==> src/rtl/fir_out_quantizer.sv <==
// ---------------------------------------------------------------------------
// fir_out_quantizer
// Output stage of the parallel 8-tap FIR. It rounds the wide signed filter
// result (round-half-up), shifts it right arithmetically and saturates it to
// OUT_WIDTH. It can keep only 1 of every DECIM samples, and it queues the
// results in a small FIFO behind a valid/ready interface. Sticky saturation
// and overflow flags are provided for the system controller.
//
// Optional feature macro: QUANT_SAT_CNT_EN. When it is defined, the block
// adds the sat_count output, a 16-bit saturating count of saturated samples.
//
// Ports:
//   clk        system clock; all state changes on the rising edge
//   reset      asynchronous active-high reset
//   in_valid   data_in carries a new filter sample this cycle
//   data_in    signed filter output, IN_WIDTH bits
//   out_valid  the FIFO head is valid
//   out_ready  the consumer takes the head this cycle
//   data_out   signed quantized sample at the FIFO head, OUT_WIDTH bits
//   sat_flag   sticky: at least one kept sample saturated
//   ovf_flag   sticky: at least one kept sample was dropped on a full FIFO
//   clr_flags  synchronous clear of both sticky flags (a set event wins)
//   fifo_level current FIFO occupancy
//   sat_count  (QUANT_SAT_CNT_EN only) number of saturated kept samples
// ---------------------------------------------------------------------------
module fir_out_quantizer #(
    parameter int IN_WIDTH   = 33,
    parameter int OUT_WIDTH  = 16,
    parameter int SHIFT      = 15,
    parameter int DECIM      = 1,
    parameter int FIFO_DEPTH = 4
) (
    input  logic                          clk,
    input  logic                          reset,
    input  logic                          in_valid,
    input  logic signed [IN_WIDTH-1:0]    data_in,
    output logic                          out_valid,
    input  logic                          out_ready,
    output logic signed [OUT_WIDTH-1:0]   data_out,
    output logic                          sat_flag,
    output logic                          ovf_flag,
    input  logic                          clr_flags,
    output logic [$clog2(FIFO_DEPTH):0]   fifo_level
`ifdef QUANT_SAT_CNT_EN
    ,
    output logic [15:0]                   sat_count
`endif
);

    localparam int AW = $clog2(FIFO_DEPTH);
    localparam int CW = (DECIM > 1) ? $clog2(DECIM) : 1;

    // This constant is half of one output LSB at the input scale.
    localparam logic signed [IN_WIDTH:0] RND = (IN_WIDTH + 1)'(1) << (SHIFT - 1);
    // These are the output limits, sign-extended to the internal width.
    localparam logic signed [IN_WIDTH:0] SAT_MAX =
        {{(IN_WIDTH + 1 - OUT_WIDTH){1'b0}}, 1'b0, {(OUT_WIDTH - 1){1'b1}}};
    localparam logic signed [IN_WIDTH:0] SAT_MIN =
        {{(IN_WIDTH + 2 - OUT_WIDTH){1'b1}}, {(OUT_WIDTH - 1){1'b0}}};

    // State
    logic [CW-1:0]                 dec_cnt_q, dec_cnt_d;
    logic                          s1_valid_q, s1_valid_d;
    logic signed [OUT_WIDTH-1:0]   s1_data_q, s1_data_d;
    logic [AW-1:0]                 wr_ptr_q, wr_ptr_d;
    logic [AW-1:0]                 rd_ptr_q, rd_ptr_d;
    logic [AW:0]                   level_q, level_d;
    logic                          sat_q, sat_d;
    logic                          ovf_q, ovf_d;
    logic signed [OUT_WIDTH-1:0]   mem [FIFO_DEPTH];

    // Combinational datapath
    logic signed [IN_WIDTH:0]      rounded;
    logic signed [IN_WIDTH:0]      shifted;
    logic signed [OUT_WIDTH-1:0]   quant;
    logic                          sat_now;
    logic                          keep;
    logic                          push;
    logic                          pop;

    always_comb begin
        // The extra sign bit keeps the rounding add from overflowing.
        rounded = $signed({data_in[IN_WIDTH-1], data_in}) + RND;
        shifted = rounded >>> SHIFT;
        sat_now = 1'b0;
        quant   = shifted[OUT_WIDTH-1:0];
        if (shifted > SAT_MAX) begin
            quant   = SAT_MAX[OUT_WIDTH-1:0];
            sat_now = 1'b1;
        end else if (shifted < SAT_MIN) begin
            quant   = SAT_MIN[OUT_WIDTH-1:0];
            sat_now = 1'b1;
        end
    end

    always_comb begin
        keep      = in_valid && (dec_cnt_q == '0);
        dec_cnt_d = dec_cnt_q;
        if (in_valid) begin
            dec_cnt_d = (dec_cnt_q == CW'(DECIM - 1)) ? '0 : dec_cnt_q + 1'b1;
        end

        s1_valid_d = keep;
        s1_data_d  = keep ? quant : s1_data_q;

        // A full FIFO still accepts the stage-1 sample if the head leaves
        // on the same edge.
        pop  = (level_q != '0) && out_ready;
        push = s1_valid_q && ((level_q != (AW + 1)'(FIFO_DEPTH)) || pop);

        wr_ptr_d = wr_ptr_q + AW'(push);
        rd_ptr_d = rd_ptr_q + AW'(pop);
        level_d  = level_q;
        if (push && !pop) begin
            level_d = level_q + 1'b1;
        end else if (pop && !push) begin
            level_d = level_q - 1'b1;
        end

        // A set event wins over a clear in the same cycle.
        sat_d = (sat_q && !clr_flags) || (keep && sat_now);
        ovf_d = (ovf_q && !clr_flags) || (s1_valid_q && !push);
    end

    always_ff @(posedge clk or posedge reset) begin
        if (reset) begin
            dec_cnt_q  <= '0;
            s1_valid_q <= 1'b0;
            s1_data_q  <= '0;
            wr_ptr_q   <= '0;
            rd_ptr_q   <= '0;
            level_q    <= '0;
            sat_q      <= 1'b0;
            ovf_q      <= 1'b0;
        end else begin
            dec_cnt_q  <= dec_cnt_d;
            s1_valid_q <= s1_valid_d;
            s1_data_q  <= s1_data_d;
            wr_ptr_q   <= wr_ptr_d;
            rd_ptr_q   <= rd_ptr_d;
            level_q    <= level_d;
            sat_q      <= sat_d;
            ovf_q      <= ovf_d;
        end
    end

    // FIFO storage needs no reset; the entries are only visible through a
    // nonzero level.
    always_ff @(posedge clk) begin
        if (push) begin
            mem[wr_ptr_q] <= s1_data_q;
        end
    end

    assign out_valid  = (level_q != '0);
    assign data_out   = out_valid ? mem[rd_ptr_q] : '0;
    assign fifo_level = level_q;
    assign sat_flag   = sat_q;
    assign ovf_flag   = ovf_q;

`ifdef QUANT_SAT_CNT_EN
    logic [15:0] sat_cnt_q, sat_cnt_d;
    logic        sat_inc;

    always_comb begin
        sat_inc = keep && sat_now;
        if (clr_flags) begin
            sat_cnt_d = sat_inc ? 16'd1 : 16'd0;
        end else if (sat_inc && (sat_cnt_q != 16'hFFFF)) begin
            sat_cnt_d = sat_cnt_q + 16'd1;
        end else begin
            sat_cnt_d = sat_cnt_q;
        end
    end

    always_ff @(posedge clk or posedge reset) begin
        if (reset) begin
            sat_cnt_q <= '0;
        end else begin
            sat_cnt_q <= sat_cnt_d;
        end
    end

    assign sat_count = sat_cnt_q;
`endif

endmodule

==> config.mk <==
export PLATFORM = sky130hd
export DESIGN_NAME = fir_out_quantizer
export DESIGN_NICKNAME = d
export VERILOG_FILES = /design/src/rtl/fir_out_quantizer.sv
export SDC_FILE = /design/constraint.sdc
export NUM_CORES = 1
export LEC_CHECK = 0
export ABC_AREA = 1
export CAP_MARGIN = 5
export CORE_MARGIN = 5
export CORE_UTILIZATION = 55
export CTS_BUF_LIST = sky130_fd_sc_hd__clkbuf_4 sky130_fd_sc_hd__clkbuf_8
export CTS_CLUSTER_SIZE = 40
export DETAILED_ROUTE_END_ITERATION = 8
export PLACE_DENSITY_LB_ADDON = 0.2
export SYNTH_ARGS = -nofsm -noshare
export SYNTH_HDL_FRONTEND = slang
export SYNTH_SLANG_ARGS = --single-unit
==> constraint.sdc <==
create_clock -name clk -period 3.88 [get_ports clk]
set_clock_uncertainty 0.05 [all_clocks]
set_input_delay 0.388 -clock clk [delete_from_list [all_inputs] [get_ports clk]]
set_output_delay 0.388 -clock clk [all_outputs]
set_load 0.02 [all_outputs]
# Word-level counts from Yosys, hierarchy flattened
# Memory sizes are Yosys's and may differ from the RTL's.
# Index checks and enable logic that the tools add are counted.
# totals
reg_bits,27
mem_bits_rw,64
output_inout_bits,22
elab_cells,46
mem_count,1
# op_classes
n_addsub,6
order_cmp,2
n_eq_ne,1
n_mux,10
bitwise,1
n_reduce_logical,17
# memory_table
name,words,width,rd,rd_ports_with_merged_regs,write_ports,line,source
mem,4,16,1,0,1,70,logic signed [OUT_WIDTH-1:0] mem [FIFO_DEPTH];
# ops
operator,count
$mux 16,3
$add 33x16->34 const B,1
$gt 19x16->1 const B,1
$lt 19x16->1 const B,1
$logic_and 1x1->1,9
$mux 3,2
$mux 1,5
$add 2x1->2,2
$add 3x1->3 const B,1
$logic_not 1->1,3
$logic_or 1x1->1,3
$ne 3x3->1 const B,1
$reduce_bool 3->1,1
$sub 3x1->3 const B,1
$reduce_bool 2->1,1
$add 1x1->1 const B,1
$not 1->1,1

# Depth between registers and ports, before layout
# Gate-level depths: netlist (run 1).
# depth
ltp_word,8
mapped_depth,14
ltp_nobuf,13

# Worst setup path after synthesis (run 1)
# OpenSTA, ideal clock, no wires.
# synth_timing
kind,register to register
startpoint,reg level_q[0] (netlist: fifo_level[0])
endpoint,"mem mem[0][0], enable pin"
setup_time_ns,0.409
t_arrival_ns,1.936
setup_slack_ns,1.485
path_stages_with_launch,5
n_path_buf,0
period_less_slack_ns,2.395
cell_sequence,dfrtp_1 nor2_1 nand3_1 nand2_1 nor3_1
# synth_between
elab_chain_cells,6
# synth_rtl
element,line,source
start: declaration,67,"logic [AW:0] level_q, level_d;"
start signal: assignment,141,level_q <= level_d;
$reduce_bool 3->1,108,pop = (level_q != '0) && out_ready;
$logic_and 1x1->1,108,
$logic_or 1x1->1 (*),109,push = s1_valid_q && ((level_q != (AW + 1)'(FIFO_DEPTH)) || pop);
$logic_and 1x1->1 (*),109,
$mux 1 (*),150,if (push) begin
$mux 1 (implied by the code) (*),151,mem[wr_ptr_q] <= s1_data_q;
end: declaration,70,
# Mark *: on every way between the ends. The rest lies on a longest branch, timed or not.

# Final worst setup path (run 1)
# layout_timing
startpoint,reg level_q[0] (netlist: fifo_level[0])
endpoint,out data_out[13]
# layout_between
elab_chain_cells,2
# layout_rtl
element,line,source
$reduce_bool 3->1,155,assign out_valid = (level_q != '0);
$mux 16,156,assign data_out = out_valid ? mem[rd_ptr_q] : '0;
end: declaration,39,"output logic signed [OUT_WIDTH-1:0] data_out,"
# Every way passes these cells.

==> summary.md, run 1 <==
| Metric | Value |
|---|---|
| Outcome | `finished clean` |
| Cts bufs inserted | `9` |
| Clock power share | `0.168` |
| # Max-Cap Violations | `0` |
| Post-Synthesis Cell Area | `4200 um2` |
| Total power draw | `approximately 3.3 mW` |
| Worst Path Required | `3.44 ns` |
| Post-cts sizing count | `0` |
| Setup TNS | `0 ns` |
| Worst-path clk slew | `0.08 ns` |
| DP Wirelength | `about 5.3 mm` |
| CP Cell Sequence | `nor2_1 -> nand2_1 -> clkinv_1 -> a21oi_1 -> clkdlybuf4s50_1` |
| Share of cells above drive strength 1 | `0.102` |
| Busiest grt layer | `met2` |
| Grt met3 use | `0.0337` |
| Number of diodes | `0` |
| Crit path time final | `2.91 ns` |
| Rel. slew slack | `0.362` |
| List of most frequent post-synthesis cells | `105 x nand2_1, 80 x nor2_1, 64 x edfxtp_1, 35 x o21ai_0, 26 x dfrtp_1` |
| Ys flop type | `edfxtp_1` |
| Final hold vios | `0` |
| Critical Path AT | `between 2 and 2.5 ns` |
| Layout area overhead | `17.4%` |
| Clock tree from TritonCTS | `built` |
| CTS Buffer Depth | `2` |
| GRT Residual Overflow | `0` |
| Sequential area share after synthesis | `0.612` |
| Comb pwr share | `0.420` |
| Reg-to-reg setup timing slack | `1.23 ns` |
| GRT met1 Usage | `0.228` |
| Hold buffer count at CTS | `0` |
| Clk Latency, worst-skew pair | `around 0.35 ns` |
| Gr usage total | `0.177` |
| Internal power | `2.06 mW` |
| Total wire length | `7.82 mm` |
| Net Sw Power | `~1.2 mW` |
| Crit Path Max Fanout | `17` |
| Period utilization | `0.750` |
| Drt wl/cell | `13.5 um` |
| Root Driver | `clkbuf_8` |
| Vias | `2897` |
| Worst-margin pin slew | `0.955 ns` |
| FF-to-FF End | `fifo_level[1]` |
| Grt met2 use | `0.297` |
| Hold Path Stages | `2` |
| Hold EP | `sat_flag` |
| Min-Delay Path Class | `reg -> reg` |
| Critical path startpoint | `fifo_level[0]` |
| Post-DRT Antenna Nets | `0` |
| Switch share | `0.371` |
| Post-synth top area cell | `edfxtp_1` |
| Netlist cell types | `30` |
| Placement Setup Slack | `1.21 ns` |
| Placed cells | `564` |
| Die Span X | `97.4 um` |
| I/O pin count | `60` |
| Multi-input gate area | `roughly 1500 um2` |
| Final #Nets | `519` |
| Initial DRC count | `about 110` |
| Initial antenna violation count | `0` |
| Clk sink count | `90` |
| Remaining DRCs | `0` |
| Top cell type's share of synthesized area | `0.457` |
| Critical Path Start Type | `flip-flop` |
| PD cells | `~660 nW/um2` |
| Worst hold slack | `0.445 ns` |
| Share of power burned in registers | `0.411` |
| Slew Limit Fails | `0` |
| Async SR Flop Fraction | `0.289` |
| Fill count | `560` |
| Vias per std cell | `4.99` |
| Hold Startpoint | `sat_flag` |
| Chip height | `97.4 um` |
| First-pass GRT wire length | `13.5 mm` |
| Die area | `between 9000 and 10000 um2` |
| Post-CTS setup buffer count | `0` |
| Synth warnings | `0` |
| Reg2Reg Depth | `9` |
| Crit path kind | `reg -> out` |
| CP max stage cell | `clkdlybuf4s50_1` |
| Syn Area/Cell | `9.78 um2` |
| Synth Register Bits | `90` |
| Most frequent cell after synthesis | `nand2_1` |
| Vias in the first global route | `2935` |
| Launching point of the worst reg2reg path | `fifo_level[0]` |
| CP Capture Type | `output pin` |
| Setup ws final | `0.970 ns` |
| Total area of sequential cells | `~2600 um2` |
| Non-filler instance count after layout | `just under 600` |
| Static leakage | `just over 2 nW` |
| RSZ-0062 raised after global routing | `false` |
| Core footprint | `approximately 7300 um2` |
| CP max stage delay | `0.65 ns` |
| Max VDD drop | `0.000419 V` |
| Largest net degree at the start of global routing | `34` |
| Initial core utilization | `0.573` |
| H-tree depth | `3` |
| Row count | `31` |
| Mapped Cells | `430` |
| Syn nets | `473` |
| Synth area leaders | `edfxtp_1 46%, dfrtp_1 15%, nand2_1 9.4%, nor2_1 7.1%, o21ai_0 4.2%` |
| DR pass1 iterations | `4` |
| Number of synthesized flops with an enable pin | `64` |
| Setup violation total in the final timing report | `0` |
| Max frequency | `344 MHz` |
| Port Buf Inserts | `45` |
| Placer Congestion | `0.845` |
==> kinds of logic (layout without fill, tap and decap cells) <==
kind of cell,count (synthesis),in the layout,share of synthesized area
simple gates,218,218,0.222
xor+xnor,18,18,0.0375
mux,1,1,0.00268
compound gates,54,54,0.0649
buf+inv,44,95,0.0440
fa+ha+maj,5,5,0.0167
flops,90,90,0.612
==> layout make-up <==
class / instances / share of cell area
clock inverter: 5 / 0.00634
clock buffer: 11 / 0.0282
sequential: 90 / 0.521
tap: 99 / 0.0251
multi-input combinational: 296 / 0.297
timing repair buffer: 51 / 0.100
inverter: 28 / 0.0213
==> cell usage in the layout (no fill, tap or decap), types with 4 or more instances in the layout <==
cell	count
buf_4	6
nand3_1	6
nor3_2	4
clkbuf_8	9
ha_1	4
edfxtp_1	64
inv_1	24
o21ai_0	35
xnor2_1	11
nand2_2	13
xor2_1	7
nand2_1	105
a21oi_1	17
nor2_1	80
dfrtp_1	26
clkinv_1	4
clkdlybuf4s50_1	45
==> through the flow <==
stage	util	area (um2)
6_report	0.673	4930
2_1_floorplan	-	4200
3_3_place_gp	0.650	4760
4_1_cts	0.673	4930
3_5_place_dp	0.650	4760
5_1_grt	0.673	4930
==> sequential cells by signal, summed over array words and instances, names as in the netlist <==
name	cells
rd_ptr_q	2
ovf_flag	1
s1_data_q	16
mem	64
s1_valid_q	1
sat_flag	1
fifo_level	3
wr_ptr_q	2
==> routing by layer <==
| layer | vias up | wire length (um) |
|---|---|---|
| met4 | 0 | 126 |
| met1 | 1335 | 3490 |
| met3 | 9 | 391 |
| met5 | - | 0 |
| met2 | 66 | 3810 |
| li1 | 1487 | - |
==> critical path: cells and delay by family, from the launching register on <==
family,cells,cell delay [ns]
flops,1,0.43
compound gates,1,0.37
buf+inv,2,1.13
simple gates,2,0.18
==> power by group through the flow <==
stage | Sequential, mW | Combinational (mW) | Clock [mW]
floorplan | 1.37 | 0.810 | 0
global placement | 1.36 | 1.36 | 0
CTS | 1.34 | 1.40 | 0.558
global route | 1.36 | 1.52 | 0.598
finish | 1.34 | 1.37 | 0.551
detailed placement | 1.37 | 1.40 | 0
==> worst max path at each step <==
stage	endpoint
5_1_grt	data_out[15]
6_report	data_out[13]
2_1_floorplan	mem[0][0]
3_5_place_dp	fifo_level[1]
3_3_place_gp	fifo_level[1]
4_1_cts	data_out[11]
Power figures use the tool's default switching activity.
==> run 2, diff against run 1 <==
clock period = 3 ns   (was 3.88 ns; I/O delays follow)
==> run 2 against run 1 <==
Against the previous run:
- sequential share of layout area shrank 0.58 points
- sequential power grew 30%
- clock-buffer cell count unchanged
- first-iteration DRC count rose by 28%
- hold slack lost 0.037 ns
- utilization increased by 0.75 points
- cell area grew 1.1%
- combinational power up 32%
- clock power up 46%
- non-clock buffer count increased by 4
- critical path depth up 1
- critical path type unchanged
==> summary.md, run 2 (synthesized netlist as in run 1, its figures left out) <==
| Metric | Value |
|---|---|
| Worst Path Required | `2.65 ns` |
| First-pass GRT wire length | `13.2 mm` |
| Initial core utilization | `0.573` |
| DP Wirelength | `5.47 mm` |
| Most common cell after layout, fill and taps aside | `nand2_1` |
| Number of diodes | `0` |
| Reg with most FFs | `mem` |
| Critical Path AT | `2.29 ns` |
| Max reg flops | `64` |
| Final hold vios | `0` |
| Static leakage | `around 2.1 nW` |
| Vias per std cell | `5.08` |
| Share of cells above drive strength 1 | `0.111` |
| GRT Residual Overflow | `0` |
| Die Span X | `97.4 um` |
| Post-Route Utilization | `0.680` |
| Largest net degree at the start of global routing | `35` |
| Hold buffer count at CTS | `0` |
| PD cells | `874 nW/um2` |
| Post-cts sizing count | `0` |
| Period utilization | `0.881` |
| Placement Setup Slack | `around 0.51 ns` |
| Post-CTS setup buffer count | `0` |
| CP Capture Type | `output pin` |
| Port Buf Inserts | `45` |
| Total power draw | `4.36 mW` |
| Final Cell Area | `4990 um2` |
| Core footprint | `7330 um2` |
| Cts bufs inserted | `9` |
| Worst-path clk slew | `around 0.090 ns` |
| Clk Latency, worst-skew pair | `0.35 ns` |
| Remaining DRCs | `0` |
| Slew Limit Fails | `0` |
| Rel. slew slack | `0.360` |
| Setup violation total in the final timing report | `0` |
| Initial DRC count | `136` |
| Placed cells | `568` |
| Min-Delay Path Class | `in -> async` |
| Root Driver | `clkbuf_8` |
| Row count | `31` |
| Drt wl/cell | `13.6 um` |
| DR pass1 iterations | `5` |
| Vias | `2964` |
| Max frequency | `378 MHz` |
| Vias in the first global route | `2892` |
| Max VDD drop | `0.000528 V` |
| Worst hold slack | `0.408 ns` |
| CTS Buffer Depth | `2` |
| Chip height | `about 100 um` |
| I/O pin count | `60` |
| Layout area overhead | `18.7%` |
| Final #Nets | `523` |
| Crit path time final | `2.64 ns` |
| Gr usage total | `0.173` |
| Crit path kind | `reg -> out` |
| Setup ws final | `roughly 0.36 ns` |
| Non-filler instance count after layout | `about 600` |
| Outcome | `finished clean` |
| H-tree depth | `3` |
| Critical Path Start Type | `flip-flop` |
| Clock tree from TritonCTS | `built` |
| RSZ-0062 raised after global routing | `false` |
| Placer Congestion | `0.829` |
| Post-DRT Antenna Nets | `0` |
| Die area | `between 9000 and 10000 um2` |
| Clk sink count | `90` |
| Crit Path Max Fanout | `34` |
| Setup TNS | `0 ns` |
| Total wire length | `7.92 mm` |
| Placed instance area | `4790 um2` |
| # Max-Cap Violations | `0` |
| Reg2Reg Depth | `8` |
| Worst-margin pin slew | `0.958 ns` |
| Initial antenna violation count | `0` |
| Most frequent cells in the layout | `105 x nand2_1, 80 x nor2_1, 64 x edfxtp_1, 45 x clkdlybuf4s50_1, 35 x o21ai_0` |
-- run 2: changes by cell type in the layout (fill, tap and decap cells not counted), sizes merged --
cell	change
buf	+4
inv	+1
clkinvlp	-2
bufinv	+1
-- run 2: layer usage --
| layer | track usage | routed length [um] | up-vias | part of all wire |
|---|---|---|---|---|
| li1 | - | - | 1505 | - |
| met1 | 0.221 | 3480 | 1357 | 0.44 |
| met2 | 0.281 | 3860 | 83 | 0.49 |
| met3 | 0.0373 | 370 | 19 | 0.047 |
| met4 | 0.0841 | 198 | 0 | 0.025 |
| met5 | 0 | 0 | - | 0 |
-- run 2: power by group --
group          internal (mW)  switching (mW)
Sequential              1.62           0.115
Combinational          0.744            1.07
Clock                  0.404           0.402
Total                   2.77            1.59
-- run 2: final timing paths --
check                              startpoint            end  slack [ns]
min in group clk                     sat_flag       sat_flag        0.44
max in group asynchronous               reset   s1_data_q[9]        1.89
worst max register to register  fifo_level[0]  fifo_level[1]        0.86
worst min-delay path                    reset    rd_ptr_q[1]        0.41
worst max-delay path              rd_ptr_q[0]   data_out[14]        0.36
worst min register to register       sat_flag       sat_flag        0.44
-- run 2: critical path, stage by stage, from the launching register on --
cell	delay [ns]
dfrtp_1	0.37
buf_4	0.24
inv_1	0.11
buf_4	0.22
o21ai_0	0.15
a21oi_1	0.20
clkdlybuf4s50_1	0.64
-- run 2: final cells by class --
type	instances	area (um2)
fillers	565	2340
repair buffers	55	526
multi-input cells	296	1470
flip-flops and latches	90	2570
clock inverters	5	56.3
inverters	28	105
clock buffers	11	139
well taps	99	124
==> run 3, diff against run 2 <==
clock period = 2.61 ns   (was 3 ns; I/O delays follow)
==> run 3 against run 2 <==
Against the previous run:
- cell count increased by 0.34%
- critical path type unchanged
- via count up 0.13%
- largest power group unchanged
- cell area up 0.58%
- sequential power is 16% higher
- first-iteration DRC count is 2.2% lower
- clock power up 12%
- hold slack worse by 0.20 ns
- register-to-register slack got worse by 0.42 ns
- critical path depth is the same
==> summary.md, run 3 (synthesized netlist as in run 1, its figures left out) <==
| Metric | Value |
|---|---|
| GRT Residual Overflow | `0` |
| Cts bufs inserted | `9` |
| Min-Delay Path Class | `in -> async` |
| Outcome | `finished clean` |
| Non-filler instance count after layout | `586` |
| CP dominant cell by count | `nor2_1` |
| Clk sink count | `90` |
| Drt wl/cell | `13.4 um` |
| Vias in the first global route | `2995` |
| Initial core utilization | `0.573` |
| Critical Path Start Type | `flip-flop` |
| Core footprint | `7330 um2` |
| CP Capture Type | `output pin` |
| Clock tree from TritonCTS | `built` |
| PD cells | `1000 nW/um2` |
| First-pass GRT wire length | `13.7 mm` |
| Rel. slew slack | `0.618` |
| Die Span X | `97.4 um` |
| CTS Buffer Depth | `2` |
| Setup violation total in the final timing report | `0` |
| Port Buf Inserts | `45` |
| Worst-path clk slew | `~0.08 ns` |
| RSZ-0062 raised after global routing | `false` |
| Max frequency | `about 420 MHz` |
| Die area | `9490 um2` |
| Period utilization | `0.920` |
| Largest net degree at the start of global routing | `33` |
| DP Wirelength | `5.46 mm` |
| CP max stage cell | `clkdlybuf4s50_1` |
| Max VDD drop | `~0.00054 V` |
| Fill count | `552` |
| I/O pin count | `60` |
| Remaining DRCs | `0` |
| Final hold vios | `0` |
| Setup ws final | `0.208 ns` |
| Crit path time final | `2.40 ns` |
| Crit path kind | `reg -> out` |
| Vias | `2968` |
| Placement Setup Slack | `about 0.27 ns` |
| Hold buffer count at CTS | `0` |
| Placed cells | `570` |
| Crit path max-delay family | `buffers and inverters` |
| Slew Limit Fails | `0` |
| H-tree depth | `3` |
| Worst-margin pin slew | `0.572 ns` |
| Post-CTS setup buffer count | `0` |
| Most common cell after layout, fill and taps aside | `nand2_1` |
| CP Cell Sequence | `buf_4 -> nor2_1 -> nor2_1 -> o21ai_0 -> a21oi_1 -> clkdlybuf4s50_1` |
| Initial DRC count | `133` |
| Placer Congestion | `0.822` |
| CP max stage delay | `around 0.64 ns` |
| # Max-Cap Violations | `0` |
| Setup TNS | `0 ns` |
| Vias per std cell | `5.06` |
| Total wire length | `7.84 mm` |
| Post-Route Utilization | `0.684` |
| Crit Path Max Fanout | `18` |
| CP bufs+invs | `2` |
| Share of cells above drive strength 1 | `0.113` |
| Critical Path AT | `2.09 ns` |
| Layout area overhead | `19.3%` |
| Root Driver | `clkbuf_8` |
| Most frequent cells in the layout | `105 x nand2_1, 80 x nor2_1, 64 x edfxtp_1, 44 x clkdlybuf4s50_1, 35 x o21ai_0` |
| Post-DRT Antenna Nets | `0` |
| DR pass1 iterations | `4` |
| Gr usage total | `0.178` |
| Initial antenna violation count | `0` |
| Chip height | `97.4 um` |
| Static leakage | `between 2 and 2.5 nW` |
| Final #Nets | `525` |
| Clk Latency, worst-skew pair | `around 0.35 ns` |
| Worst Path Required | `2.30 ns` |
| Max reg flops | `64` |
| Row count | `31` |
| Number of diodes | `0` |
| Reg with most FFs | `mem` |
## run 3: changes by cell type in the layout (fill, tap and decap cells not counted)
| cell | previous run | this run |
|---|---|---|
| buf_12 | 0 | 1 |
| clkdlybuf4s50_1 | 45 | 44 |
| clkinv_1 | 3 | 4 |
| inv_6 | 1 | 0 |
| clkinv_4 | 1 | 2 |
| dlymetal6s2s_1 | 0 | 1 |
| clkinv_2 | 1 | 0 |
| buf_4 | 10 | 11 |
## run 3: tightest hold or removal path: cells and delay by family
family | cells | cell delay, ns
buffers and inverters | 3 | 0.75
## run 3: what timing repair did
item                                   in CTS  in global routing
endpoints found under the hold margin       0                  0
setup endpoints to repair                   0                  1
gates resized for setup                     0                  1
## run 3: metrics by stage
stage                     hold WS, ns  power (mW)  instance area (um2)
after floorplan                 0.242        3.24                 4200
after global placement          0.427        4.09                 4820
after detailed placement        0.425        4.16                 4820
after CTS                       0.212        5.06                 5010
after global routing            0.269        5.35                 5020
final                           0.208        5.02                 5020
## run 3: worst paths after layout
kind	start	slack (ns)	cells past startpoint	to
setup / recovery	rd_ptr_q[0]	0.21	6	data_out[12]
hold / removal	reset	0.21	3	rd_ptr_q[1]
setup reg to reg	fifo_level[0]	0.44	8	fifo_level[1]
hold reg to reg	sat_flag	0.45	2	sat_flag
max in group asynchronous	reset	2.05	3	s1_data_q[12]
min in group clk	sat_flag	0.45	2	sat_flag
## run 3: report_power, final
part | total [mW] | switching, mW | internal [mW]
clock network | 0.906 | 0.445 | 0.461
registers | 2.01 | 0.144 | 1.87
logic | 2.10 | 1.23 | 0.880
total | 5.02 | 1.81 | 3.21
## run 3: layer usage
| layer | share of wire | GRT usage |
|---|---|---|
| met1 | 0.44 | 0.230 |
| met2 | 0.50 | 0.293 |
| met3 | 0.043 | 0.0373 |
| met4 | 0.014 | 0.0703 |
| met5 | 0 | 0 |
## run 3: final cells by class
cell class                 instances  area [um2]  area share
sequential                        90        2570       0.513
clock buffer                      11         139      0.0277
clock inverter                     5        55.1      0.0110
timing repair buffer              57         556       0.111
multi-input combinational        296        1470       0.292
inverter                          28         105      0.0209
tap                               99         124      0.0247
